### config.mk
export PLATFORM = sky130hd
export DESIGN_NAME = axi_csr_fifo_top
export DESIGN_NICKNAME = d
export VERILOG_FILES = /design/src/rtl/axi_csr_fifo_pkg.sv /design/src/rtl/axi_csr_fifo_top_sync_fifo.sv /design/src/rtl/axi_csr_fifo_top.sv
export SDC_FILE = /design/constraint.sdc
export NUM_CORES = 1
export LEC_CHECK = 0
export ABC_AREA = 0
export ABC_CLOCK_PERIOD_IN_PS = 3980
export CORE_MARGIN = 3
export CORE_UTILIZATION = 52
export DETAILED_ROUTE_END_ITERATION = 10
export PLACE_DENSITY_LB_ADDON = 0.12
export SLEW_MARGIN = 20
export SYNTH_ARGS = -nofsm -noshare
export SYNTH_HDL_FRONTEND = slang
export SYNTH_SLANG_ARGS = --single-unit
### constraint.sdc
create_clock -name ACLK -period 3.98 [get_ports ACLK]
set_input_delay 0.597 -clock ACLK [delete_from_list [all_inputs] [get_ports ACLK]]
set_output_delay 0.597 -clock ACLK [all_outputs]
set_load 0.02 [all_outputs]
### src/rtl/axi_csr_fifo_pkg.sv
// Shared constants for the AXI4-Lite CSR + FIFO block: register offsets,
// register bit positions, AXI response codes and the register address decoder.
package axi_csr_fifo_pkg;

  localparam int unsigned CONTROL_ADDR = 32'h000;
  localparam int unsigned STATUS_ADDR  = 32'h004;

  localparam int CTRL_FIFO_EN_BIT = 0;

  localparam int STAT_EMPTY_BIT = 0;
  localparam int STAT_FULL_BIT  = 1;
  localparam int STAT_OVF_BIT   = 2;
  localparam int STAT_UNF_BIT   = 3;
  localparam int STAT_LEVEL_LSB = 8;
  localparam int STAT_LEVEL_W   = 7;

  localparam logic [1:0] RESP_OKAY   = 2'b00;
  localparam logic [1:0] RESP_SLVERR = 2'b10;

  typedef enum logic [1:0] {
    REG_CONTROL,
    REG_STATUS,
    REG_NONE
  } reg_sel_t;

  // Decodes a 32-bit word index (byte address >> 2) into a register select.
  function automatic reg_sel_t decode_reg(input logic [31:0] word_idx);
    if (word_idx == (CONTROL_ADDR >> 2)) return REG_CONTROL;
    if (word_idx == (STATUS_ADDR >> 2))  return REG_STATUS;
    return REG_NONE;
  endfunction

endpackage

### src/rtl/axi_csr_fifo_top_sync_fifo.sv
// Synchronous FIFO core: registered pop data, level counter, empty/full flags.
// Push while full and pop while empty are ignored internally.
module sync_fifo #(
  parameter int DATA_WIDTH = 32,
  parameter int FIFO_DEPTH = 16
) (
  input  logic                          clk,
  input  logic                          rst_n,
  input  logic                          push,
  input  logic                          pop,
  input  logic [DATA_WIDTH-1:0]         data_in,
  output logic [DATA_WIDTH-1:0]         data_out,
  output logic [$clog2(FIFO_DEPTH):0]   level,
  output logic                          empty,
  output logic                          full
);

  localparam int PTR_W   = $clog2(FIFO_DEPTH);
  localparam int LEVEL_W = PTR_W + 1;

  logic [DATA_WIDTH-1:0] mem [FIFO_DEPTH];
  logic [PTR_W-1:0]      wr_ptr;
  logic [PTR_W-1:0]      rd_ptr;
  logic                  do_push;
  logic                  do_pop;

  assign empty   = (level == '0);
  assign full    = (level == LEVEL_W'(FIFO_DEPTH));
  assign do_push = push && !full;
  assign do_pop  = pop && !empty;

  // NOTE: storage has no reset; only pointers and level define validity,
  // which keeps the array mappable onto RAM/LUT-RAM without a reset port.
  always_ff @(posedge clk) begin
    if (do_push) mem[wr_ptr] <= data_in;
  end

  // NOTE: sequential state uses non-blocking assignment so every register
  // samples pre-edge values regardless of statement order.
  always_ff @(posedge clk or negedge rst_n) begin
    if (!rst_n) begin
      wr_ptr   <= '0;
      rd_ptr   <= '0;
      level    <= '0;
      data_out <= '0;
    end else begin
      if (do_push) wr_ptr <= wr_ptr + 1'b1;
      if (do_pop) begin
        rd_ptr   <= rd_ptr + 1'b1;
        data_out <= mem[rd_ptr];
      end
      // Pointers wrap naturally because FIFO_DEPTH is a power of two.
      case ({do_push, do_pop})
        2'b10:   level <= level + 1'b1;
        2'b01:   level <= level - 1'b1;
        default: level <= level;
      endcase
    end
  end

endmodule

### src/rtl/axi_csr_fifo_top.sv
// AXI4-Lite CSR slave (CONTROL/STATUS) around a sync_fifo core.
// Optional sticky overflow/underflow STATUS bits under AXI_CSR_FIFO_ERR_FLAGS_EN.
module axi_csr_fifo_top
  import axi_csr_fifo_pkg::*;
#(
  parameter int ADDR_WIDTH = 12,
  parameter int DATA_WIDTH = 32,
  parameter int FIFO_DEPTH = 16
) (
  input  logic                    ACLK,
  input  logic                    ARESETn,
  input  logic [ADDR_WIDTH-1:0]   S_AXI_AWADDR,
  input  logic                    S_AXI_AWVALID,
  output logic                    S_AXI_AWREADY,
  input  logic [DATA_WIDTH-1:0]   S_AXI_WDATA,
  input  logic [DATA_WIDTH/8-1:0] S_AXI_WSTRB,
  input  logic                    S_AXI_WVALID,
  output logic                    S_AXI_WREADY,
  output logic [1:0]              S_AXI_BRESP,
  output logic                    S_AXI_BVALID,
  input  logic                    S_AXI_BREADY,
  input  logic [ADDR_WIDTH-1:0]   S_AXI_ARADDR,
  input  logic                    S_AXI_ARVALID,
  output logic                    S_AXI_ARREADY,
  output logic [DATA_WIDTH-1:0]   S_AXI_RDATA,
  output logic [1:0]              S_AXI_RRESP,
  output logic                    S_AXI_RVALID,
  input  logic                    S_AXI_RREADY,
  input  logic                    wr_en,
  input  logic                    rd_en,
  input  logic [DATA_WIDTH-1:0]   data_in,
  output logic [DATA_WIDTH-1:0]   data_out
);

  localparam int LEVEL_W = $clog2(FIFO_DEPTH) + 1;

  logic                  fifo_en;
  logic                  wr_ready_q;
  logic                  bvalid_q;
  logic [1:0]            bresp_q;
  logic                  ar_ready_q;
  logic                  rvalid_q;
  logic [1:0]            rresp_q;
  logic [DATA_WIDTH-1:0] rdata_q;
  logic                  wr_hs;
  logic                  rd_hs;
  reg_sel_t              wr_sel;
  reg_sel_t              rd_sel;
  logic [DATA_WIDTH-1:0] status_word;
  logic [DATA_WIDTH-1:0] rd_word;
  logic                  fifo_empty;
  logic                  fifo_full;
  logic [LEVEL_W-1:0]    fifo_level;

  assign wr_hs  = wr_ready_q && S_AXI_AWVALID && S_AXI_WVALID;
  assign rd_hs  = ar_ready_q && S_AXI_ARVALID;
  assign wr_sel = decode_reg(32'(S_AXI_AWADDR[ADDR_WIDTH-1:2]));
  assign rd_sel = decode_reg(32'(S_AXI_ARADDR[ADDR_WIDTH-1:2]));

  sync_fifo #(
    .DATA_WIDTH (DATA_WIDTH),
    .FIFO_DEPTH (FIFO_DEPTH)
  ) u_fifo (
    .clk      (ACLK),
    .rst_n    (ARESETn),
    .push     (fifo_en && wr_en),
    .pop      (fifo_en && rd_en),
    .data_in  (data_in),
    .data_out (data_out),
    .level    (fifo_level),
    .empty    (fifo_empty),
    .full     (fifo_full)
  );

`ifdef AXI_CSR_FIFO_ERR_FLAGS_EN
  logic ovf_q;
  logic unf_q;
  logic status_w1c;

  assign status_w1c = wr_hs && (wr_sel == REG_STATUS) && S_AXI_WSTRB[0];

  // A new error event in the same cycle as a W1C wins, so it is never lost.
  always_ff @(posedge ACLK or negedge ARESETn) begin
    if (!ARESETn) begin
      ovf_q <= 1'b0;
      unf_q <= 1'b0;
    end else begin
      ovf_q <= (fifo_en && wr_en && fifo_full) ||
               (ovf_q && !(status_w1c && S_AXI_WDATA[STAT_OVF_BIT]));
      unf_q <= (fifo_en && rd_en && fifo_empty) ||
               (unf_q && !(status_w1c && S_AXI_WDATA[STAT_UNF_BIT]));
    end
  end
`endif

  // NOTE: every combinational output gets a default first so no path can
  // leave it unassigned and infer a latch.
  always_comb begin
    status_word = '0;
    status_word[STAT_EMPTY_BIT] = fifo_empty;
    status_word[STAT_FULL_BIT]  = fifo_full;
    status_word[STAT_LEVEL_LSB +: STAT_LEVEL_W] = STAT_LEVEL_W'(fifo_level);
`ifdef AXI_CSR_FIFO_ERR_FLAGS_EN
    status_word[STAT_OVF_BIT] = ovf_q;
    status_word[STAT_UNF_BIT] = unf_q;
`endif
    rd_word = '0;
    case (rd_sel)
      REG_CONTROL: rd_word[CTRL_FIFO_EN_BIT] = fifo_en;
      REG_STATUS:  rd_word = status_word;
      default:     rd_word = '0;
    endcase
  end

  // Write channel: AW and W are accepted together, one response at a time.
  always_ff @(posedge ACLK or negedge ARESETn) begin
    if (!ARESETn) begin
      wr_ready_q <= 1'b0;
      bvalid_q   <= 1'b0;
      bresp_q    <= RESP_OKAY;
      fifo_en    <= 1'b0;
    end else begin
      wr_ready_q <= S_AXI_AWVALID && S_AXI_WVALID && !bvalid_q && !wr_ready_q;
      if (wr_hs) begin
        bvalid_q <= 1'b1;
        bresp_q  <= (wr_sel == REG_NONE) ? RESP_SLVERR : RESP_OKAY;
        if ((wr_sel == REG_CONTROL) && S_AXI_WSTRB[0])
          fifo_en <= S_AXI_WDATA[CTRL_FIFO_EN_BIT];
      end else if (bvalid_q && S_AXI_BREADY) begin
        bvalid_q <= 1'b0;
      end
    end
  end

  always_ff @(posedge ACLK or negedge ARESETn) begin
    if (!ARESETn) begin
      ar_ready_q <= 1'b0;
      rvalid_q   <= 1'b0;
      rresp_q    <= RESP_OKAY;
      rdata_q    <= '0;
    end else begin
      ar_ready_q <= S_AXI_ARVALID && !rvalid_q && !ar_ready_q;
      if (rd_hs) begin
        rvalid_q <= 1'b1;
        rresp_q  <= (rd_sel == REG_NONE) ? RESP_SLVERR : RESP_OKAY;
        rdata_q  <= rd_word;
      end else if (rvalid_q && S_AXI_RREADY) begin
        rvalid_q <= 1'b0;
      end
    end
  end

  assign S_AXI_AWREADY = wr_ready_q;
  assign S_AXI_WREADY  = wr_ready_q;
  assign S_AXI_BVALID  = bvalid_q;
  assign S_AXI_BRESP   = bresp_q;
  assign S_AXI_ARREADY = ar_ready_q;
  assign S_AXI_RVALID  = rvalid_q;
  assign S_AXI_RRESP   = rresp_q;
  assign S_AXI_RDATA   = rdata_q;

  // Byte-offset address bits and most data/strobe bits carry no meaning here.
  logic unused_ok;
  assign unused_ok = ^{S_AXI_WDATA, S_AXI_WSTRB, S_AXI_AWADDR[1:0], S_AXI_ARADDR[1:0]};

endmodule

== After elaboration in Yosys (flattened, before gate mapping) ==
Memories as Yosys holds them, arrays and structs flattened. A register that Yosys moved wholly into a read port is not among the register bits.
Cells that the tools add are included.
Storage, ports and cells
  memory bits (writable): 512
  logic and storage cells: 80
  flip-flop bits (word level): 54
  output and inout bits: 73
  memories kept: 1
  input port bits: 101
Operators by class
  add/sub/neg operators: 4
  reductions and logical operators: 31
  muxes and demuxes: 25
  equality and inequality tests: 8
Memories
  u_fifo.mem: words 16, bits a word 32, rd ports 1, clocked after Yosys merged registers in 1, wr ports 1, RTL line axi_csr_fifo_top_sync_fifo.sv:21  | logic [DATA_WIDTH-1:0] mem [FIFO_DEPTH];
Operator list (number)
  10-bit by 1-bit equality test with 1-bit output (second input constant): 2
  10-bit logical NOT: 2
  2-bit 2-to-1 mux: 10
  1-bit logical AND: 15
  1-bit 2-to-1 mux: 12
  12-bit 2-to-1 mux: 1
  5-bit case mux with 2 select lines: 1
  4-bit by 1-bit adder with 4-bit output (second input constant): 2
  1-bit logical NOT: 7
  2-bit equality test (second input constant): 3
  2-bit nonzero test: 3
  5-bit by 1-bit adder with 5-bit output (second input constant): 1
  5-bit equality test (second input constant): 1
  5-bit logical NOT: 1
  5-bit by 1-bit subtractor with 5-bit output (second input constant): 1
  2-bit by 1-bit equality test with 1-bit output (second input constant): 2
  2-bit logical NOT: 2
  1-bit case mux with 2 select lines: 1
  2-bit AND reduction: 1

== Logic depth before layout (Yosys ltp) ==
Gate-level depths: netlist of run 1.
  depth in word-level cells: 8
  gate-level depth with buffers: 13
  gate-level depth less buffers: 10

== Hierarchy ==
Synthesis of run 1 repeated with hierarchy kept, for this count alone.
Unflattened totals
  cell total of the unflattened synthesis: 1038
  area total of the unflattened synthesis: 22004.9 sq um
By module, submodules not included
  sync_fifo: times used 1, area each 21156.5 sq um, sequential area each 16500.8 sq um, cells each 946
  axi_csr_fifo_top: times used 1, area each 848.3 sq um, sequential area each 350.3 sq um, cells each 92

== Worst setup path before layout of run 1 ==
OpenSTA, ideal clock, no wires.
  path type: in2reg
  start point: in wr_en
  end point: mem u_fifo.mem[3][0], enable pin
  path slack: 23 ps
  data required time: 3519 ps
  stages on the path: 4
  data arrival time: 3496 ps
  buffers on the path: 0
  setup time: 461 ps
  path through: nand2_1 > a21oi_1 > nand2_1 > nor3_1
Between the ends
  longest elaborated chain between the ends: 4
RTL lines
  from (decl): RTL line axi_csr_fifo_top.sv:29  | input logic wr_en,
  1-bit logical AND: RTL line axi_csr_fifo_top.sv:66  | .push (fifo_en && wr_en),
  1-bit logical AND: RTL line axi_csr_fifo_top_sync_fifo.sv:29  | assign do_push = push && !full;
  1-bit 2-to-1 mux: RTL line axi_csr_fifo_top_sync_fifo.sv:35  | if (do_push) mem[wr_ptr] <= data_in;
  1-bit 2-to-1 mux (not written as such): RTL line axi_csr_fifo_top_sync_fifo.sv:35
  to (decl): RTL line axi_csr_fifo_top_sync_fifo.sv:21
Every way passes these cells.

== Final worst setup path of run 1 ==
  start point: reg u_fifo.level[2]
  end point: reg u_fifo.level[4]
Between the ends
  longest elaborated chain between the ends: 5
  elaborated cells between the ends (all ways): 12
  classes of those cells: add/sub: 2; eq/ne: 3; mux: 1; reduce/logical: 6
RTL lines
  from (decl): RTL line axi_csr_fifo_top_sync_fifo.sv:13  | output logic [$clog2(FIFO_DEPTH):0] level,
  from (signal assigned): RTL line axi_csr_fifo_top_sync_fifo.sv:54  | 2'b10: level <= level + 1'b1;
  from (signal assigned): RTL line axi_csr_fifo_top_sync_fifo.sv:55  | 2'b01: level <= level - 1'b1;
  from (signal assigned): RTL line axi_csr_fifo_top_sync_fifo.sv:56  | default: level <= level;
  5-bit equality test or 5-bit logical NOT (tied branches): RTL line axi_csr_fifo_top_sync_fifo.sv:28, axi_csr_fifo_top_sync_fifo.sv:27
  1-bit logical NOT, on equally long branches: RTL line axi_csr_fifo_top_sync_fifo.sv:29, axi_csr_fifo_top_sync_fifo.sv:30
  1-bit logical AND, on equally long branches: RTL line axi_csr_fifo_top_sync_fifo.sv:29, axi_csr_fifo_top_sync_fifo.sv:30
  2-bit by 1-bit equality test with 1-bit output or 2-bit equality test (tied branches): RTL line axi_csr_fifo_top_sync_fifo.sv:53  | case ({do_push, do_pop})
  5-bit case mux with 2 select lines or 2-bit nonzero test (tied branches)
Several ways; a longest one is shown, not always the timed one.
A chain may end at the register's enable or synchronous reset.

==> out/results.ini, run 1 <==
[worst_setup_path]
endpoint_kind=flop
worst_ep_arrival_time_ns=3.33
worst_ep_required_time_ns=4.44
critPathMaxFanout=9
path_class=reg2reg
critPathLaunch=u_fifo.level[2]$_DFFE_PN0P_
cp-start-kind=flop
r2r_start=u_fifo.level[2]$_DFFE_PN0P_

[route]
wl_um=45200
drt_pass1_iterations=5
drc=0
top_layer_used=met4
antenna_left=0
route.met2.wl_um=22700
dr.first_iter.drc_count=923
wl_per_cell_um=25.8
viasPerCell=5.95
vias=10400
met3_length_um=2370
met1Wirelength_um=19500

[logic_synthesis]
async_reset_ff_share_pct=10.3
yosysUniqueCellTypes=41
synth_edf_count=512
synth_seq_area_share_pct=76.5
syn-cell-area_mm2=0.0220
synth_area_per_cell_um2=21.4
synthFlopType=edfxtp_1
yosysWarningCount=0
ys_ff_latch=571
synthCells=1030

[clock_tree]
clock_path_buffers=3
cts_tree=built
clkSlewWorstSetupHoldPaths_ns=0.06
cts_sinks=571
cts-root-buf=clkbuf_16
cts_resized=0
cts_setup_buffers=0
ctsHtreeMaxLevel=2
clk_latency_ns=0.59
cts_made_buffers=56
ctsHoldBuffers=0

[flow_run]
max_cap_violations=0

[layout]
layout_commonest_cell=edfxtp_1
final_cell_mix=edfxtp_1 (512), mux4_2 (128), clkdlybuf4s50_1 (107)
diodes=0
area_delta_synth_final_pct=17.7
postLayoutCellArea_mm2=0.0259
drive_gt1_share_pct=27.6
fin_nets=1284

[global_route]
grt_pass1_wl_um=68600
grt.total_usage_pct=20.8
grt_pass1_vias=10900
antenna_found_initial=0
grt_remaining_overflow=0
grt_max_degree=69

[floorplan]
start_util_pct=53.3
core_mm2=0.0413
ios=174
die_y_um=212
std_cell_rows=74
die_area_mm2=0.0448
die_w_um=212

[timing]
hold_viol=0
slew_viol_final=0
final.setup.tns_ns=0
setup_ws_ns=1.10
maxSlewHeadroom_pct=32.2
worstMarginPinSlew_ns=1.02
worst_clock_skew_ns=0.0149
post-route-period-util_pct=72.3
final.min_clock_period_ns=2.88
fmax_mhz=347
finalSetupViolCount=0
rsz0062_at_grt=false
whs_ns=0.157

[placed_design]
dpl-instance-area_mm2=0.0239
finalWeightedCongestion=0.727
pre_cts_slack_ns=0.953
io_buffers=108
dp_hpwl_um=24700

[power_and_ir_drop]
ir_worst_vdd_mv=0.352
p_sw_share_pct=18.7
switchingPower_mw=2.31
p_comb_share_pct=1.6
seq_power_share_pct=52.9
p_int_mw=10.1
p_leak_nw=8.38
pwr_density_cell_mw_per_mm2=477
clockPowerShare_pct=45.5

[run_status]
status=complete, no violations

[hold_path]
holdCritPathClass=in2async

metal layers:
layer / track usage (%) / vias to the layer above
met5: 0 / -
met3: 4.19 / 54
li1: - / 4533
met1: 29.4 / 5531
met4: 4.32 / 0
met2: 34.5 / 301
flip-flops by register name, summed over array words and instances (netlist names):
name,cells
S_AXI_RDATA,7
fifo_en,1
u_fifo.rd_ptr,4
S_AXI_BRESP,1
u_fifo.mem,512
S_AXI_AWREADY,1
S_AXI_BVALID,1
u_fifo.wr_ptr,4
S_AXI_RRESP,1
S_AXI_ARREADY,1
S_AXI_RVALID,1
u_fifo.data_out,32
u_fifo.level,5
power by group through the flow:
| stage | combinational (mW) | sequential [mW] | clock (mW) |
|---|---|---|---|
| 3_3_place_gp | 0.193 | 6.67 | 0 |
| 2_1_floorplan | 0.0552 | 6.67 | 0 |
| 4_1_cts | 0.201 | 6.54 | 5.74 |
| 3_5_place_dp | 0.201 | 6.67 | 0 |
| 5_1_grt | 0.219 | 6.54 | 6.00 |
| 6_report | 0.199 | 6.54 | 5.62 |
final timing paths:
kind / end / slack (ns) / depth (start not counted)
setup / recovery: u_fifo.level[4]$_DFFE_PN0P_ / 1.10 / 9
hold reg to reg: S_AXI_AWREADY$_DFF_PN0_ / 0.46 / 1
min in group ACLK: S_AXI_AWREADY$_DFF_PN0_ / 0.46 / 1
hold / removal: u_fifo.data_out[5]$_DFFE_PN0P_ / 0.16 / 1
max in group asynchronous: u_fifo.rd_ptr[3]$_DFFE_PN0P_ / 3.07 / 1
setup reg to reg: u_fifo.level[4]$_DFFE_PN0P_ / 1.10 / 9
kinds of logic (layout without fill, tap and decap cells):
family	Yosys count	count (layout)	synth area share [%]
flip-flops	571	571	76.5
multiplexers	164	164	14.9
adder cells (fa/ha/maj)	9	9	0.512
AO/OA/AOI/OAI	122	122	3.75
XOR/XNOR	11	11	0.438
other	1	27	0.0170
buffers and inverters	93	257	2.43
AND/OR/NAND/NOR	59	59	1.37
per-stage QoR:
stage	power, mW	std cells	utilization, %
6_report	12.4	1752	62.7
5_1_grt	12.8	1752	62.7
4_1_cts	12.5	1752	62.7
3_5_place_dp	6.87	1648	57.9
3_3_place_gp	6.86	1648	57.9
2_1_floorplan	6.73	1056	-
cell type report:
| type | count | area [um2] |
|---|---|---|
| Timing Repair Buffer | 147 | 1510 |
| Tap cell | 532 | 666 |
| Multi-Input combinational cell | 392 | 4860 |
| Clock buffer | 78 | 1600 |
| Sequential cell | 571 | 16900 |
| Clock inverter | 26 | 399 |
| Inverter | 6 | 22.5 |
| Fill cell | 2864 | 15400 |
worst max-delay path, cell delays in order (launching register included):
cell	delay [ns]
dfrtp_1	0.48
or4_4	0.60
o211a_4	0.26
ha_1	0.30
xor2_1	0.18
ha_1	0.22
o211a_1	0.23
o31ai_1	0.21
a31oi_1	0.10
xor2_1	0.17
cells in the mapped netlist, types with 5 or more instances:
cell | n | area [um2]
buf_2 | 16 | 80.1
xnor2_1 | 6 | 52.6
a21oi_2 | 20 | 175
buf_1 | 8 | 30.0
nor3_1 | 8 | 40.0
a21oi_1 | 17 | 85.1
nor2_1 | 17 | 63.8
buf_4 | 36 | 270
mux4_2 | 128 | 2880
ha_1 | 9 | 113
inv_1 | 6 | 22.5
o21ai_0 | 6 | 30.0
dfrtp_1 | 59 | 1480
nor4_1 | 5 | 31.3
a22o_1 | 6 | 52.6
mux2_2 | 36 | 405
o22ai_1 | 64 | 400
clkbuf_1 | 23 | 86.3
edfxtp_1 | 512 | 15400
nand2_1 | 11 | 41.3
xor2_1 | 5 | 43.8
Power figures use the tool's default switching activity.
==> run 2, diff against run 1 <==
Settings changed: ABC_CLOCK_PERIOD_IN_PS 3980 to 3000, CORE_UTILIZATION 52 to 56.
Clock period 3.98 ns to 3 ns, I/O delays scaled along.
==> run 2 against run 1 <==
Compared with the run above:
- clock skew is 0.0049 ns higher
- clock-buffer cell count increased by 2
- cell count decreased by 0.40%
- first-iteration DRC count decreased by 2.2%
- register-to-register slack got worse by 0.89 ns
- via count is 3.0% higher
- non-clock buffer count up 15
==> out/results.ini, run 2 (synthesis gave the netlist of run 1 again) <==
[timing]
final.setup.tns_ns=0  ; unchanged
rsz0062_at_grt=false
fmax_mhz=359  ; +3.2%
hold_viol=0  ; unchanged
final.min_clock_period_ns=2.79  ; -0.0892 ns
setup_ws_ns=0.211  ; -0.891 ns
post-route-period-util_pct=93.0  ; +21 points
finalSetupViolCount=0  ; unchanged
maxSlewHeadroom_pct=32.2  ; -0.033 points
slew_viol_final=0  ; unchanged
worstMarginPinSlew_ns=1.02  ; +0.000496 ns
worst_clock_skew_ns=0.0198  ; +0.00490 ns

[global_route]
grt_pass1_vias=11000  ; +0.52%
grt_max_degree=69  ; unchanged
grt_pass1_wl_um=70100  ; +2.1%
antenna_found_initial=0  ; unchanged
grt.total_usage_pct=22.9  ; +2.1 points
grt_remaining_overflow=0  ; unchanged

[clock_tree]
cts_sinks=571  ; unchanged
cts_made_buffers=55  ; -1.8%
ctsHtreeMaxLevel=2  ; unchanged
clk_latency_ns=0.59  ; about the same
cts-root-buf=clkbuf_16
cts_tree=built
clock_path_buffers=3  ; unchanged
clkSlewWorstSetupHoldPaths_ns=0.06  ; about the same

[worst_setup_path]
slowest_delay_ns=0.59  ; about the same
crit_family=compound AO/OA/AOI/OAI gates
worst_ep_arrival_time_ns=3.24  ; -0.09 ns
reg2reg_depth=9  ; unchanged
cp-start-kind=flop
cp_cell_sequence=or4_4, o211a_4, ha_1, xor2_1, ha_1, o211a_1, o31ai_1, a31oi_1, xor2_1
slowest_stage=or4_4
worst-path-buf-inv=0  ; unchanged
critPathMaxFanout=8  ; -1
endpoint_kind=flop
worst_ep_required_time_ns=3.45  ; -0.99 ns
path_class=reg2reg
cp.depth=9  ; unchanged

[layout]
largest_register_ffs=512  ; unchanged
layout_commonest_cell=edfxtp_1
area_delta_synth_final_pct=16.9
drive_gt1_share_pct=27.4  ; -0.23 points
fin_nets=1298  ; +1.1%
final_util_pct=67.4  ; +4.6 points
final_cell_mix=edfxtp_1 (512), mux4_2 (128), clkdlybuf4s50_1 (107)
diodes=0  ; unchanged
top_register=u_fifo.mem
fill_cells=2460  ; -14%
fin_cells=1745  ; -0.40%

[route]
drc=0  ; unchanged
wl_um=46700  ; +3.3%
dr.first_iter.drc_count=903  ; -2.2%
wl_per_cell_um=26.8  ; +3.7%
viasPerCell=6.15  ; +3.4%
vias=10700  ; +3.0%
drt_pass1_iterations=5  ; unchanged
antenna_left=0  ; unchanged

[floorplan]
die_w_um=204  ; -3.5%
die_y_um=204  ; -3.5%
start_util_pct=57.6  ; +4.3 points
ios=174  ; unchanged
die_area_mm2=0.0417  ; -6.9%
core_mm2=0.0382  ; -7.5%
std_cell_rows=71  ; -4.1%

[run_status]
status=complete, no violations

[placed_design]
placed_cells=1641  ; -0.42%
pre_cts_slack_ns=0.215  ; -0.738 ns
finalWeightedCongestion=0.726  ; -0.17%
io_buffers=108  ; unchanged
dp_hpwl_um=26200  ; +6.0%

[power_and_ir_drop]
power_mw=15.5  ; +25%
ir_worst_vdd_mv=0.463  ; +31%
pwr_density_cell_mw_per_mm2=601  ; +26%
p_leak_nw=8.30  ; -0.90%

[flow_run]
max_cap_violations=0  ; unchanged

[hold_path]
holdCritPathClass=in2async

[run 2: changes by cell type in the layout (fill, tap and decap cells not counted), moves of 6 or more]
| cell | change |
|---|---|
| buf_4 | +14 |
| bufinv_16 | -8 |
| clkbuf_1 | +8 |
| clkbuf_8 | -6 |
[run 2: metal layers]
metal	wire, um	up-vias	global-route usage [%]
li1	-	4556	-
met1	20000	5746	34.1
met2	23000	369	36.7
met3	2840	63	3.60
met4	802	0	5.48
met5	0	-	0
[run 2: stage by stage]
stage | hold slack (ns) | area, um2
floorplan | 0.154 | 22100
global placement | 0.444 | 24000
detailed placement | 0.447 | 24000
CTS | 0.366 | 25700
global route | 0.402 | 25700
finish | 0.380 | 25700
[run 2: timing repair]
action / CTS / global route
endpoints found under the hold margin: 25 / 0
hold buffers: 1 / 0
buffers inserted: 0 / 0
resized for setup: 0 / 0
[run 2: final cells by class]
class / instances / area (um2) / share of cell area, %
tap: 511 / 639 / 2.48
clock inverter: 23 / 160 / 0.622
sequential: 571 / 16900 / 65.5
multi-input combinational: 392 / 4880 / 19.0
timing repair buffer: 162 / 1620 / 6.31
inverter: 6 / 22.5 / 0.0875
clock buffer: 80 / 1540 / 6.00
[run 2: final timing paths]
| path | startpoint | end | slack [ns] |
|---|---|---|---|
| max | u_fifo.level[3]$_DFFE_PN0P_ | u_fifo.level[4]$_DFFE_PN0P_ | 0.21 |
| min | ARESETn | u_fifo.data_out[8]$_DFFE_PN0P_ | 0.38 |
| max reg2reg | u_fifo.level[3]$_DFFE_PN0P_ | u_fifo.level[4]$_DFFE_PN0P_ | 0.21 |
| min reg2reg | S_AXI_BVALID$_DFFE_PN0P_ | S_AXI_AWREADY$_DFF_PN0_ | 0.45 |
| max in group asynchronous | ARESETn | u_fifo.wr_ptr[3]$_DFFE_PN0P_ | 1.92 |
| min in group ACLK | S_AXI_RREADY | S_AXI_RVALID$_DFFE_PN0P_ | 0.44 |
[run 2: report_power, final]
part	switching (mW)	internal (mW)
clock	2.78	3.73
combinational	0.173	0.0938
sequential	0.00730	8.67
total	2.96	12.5
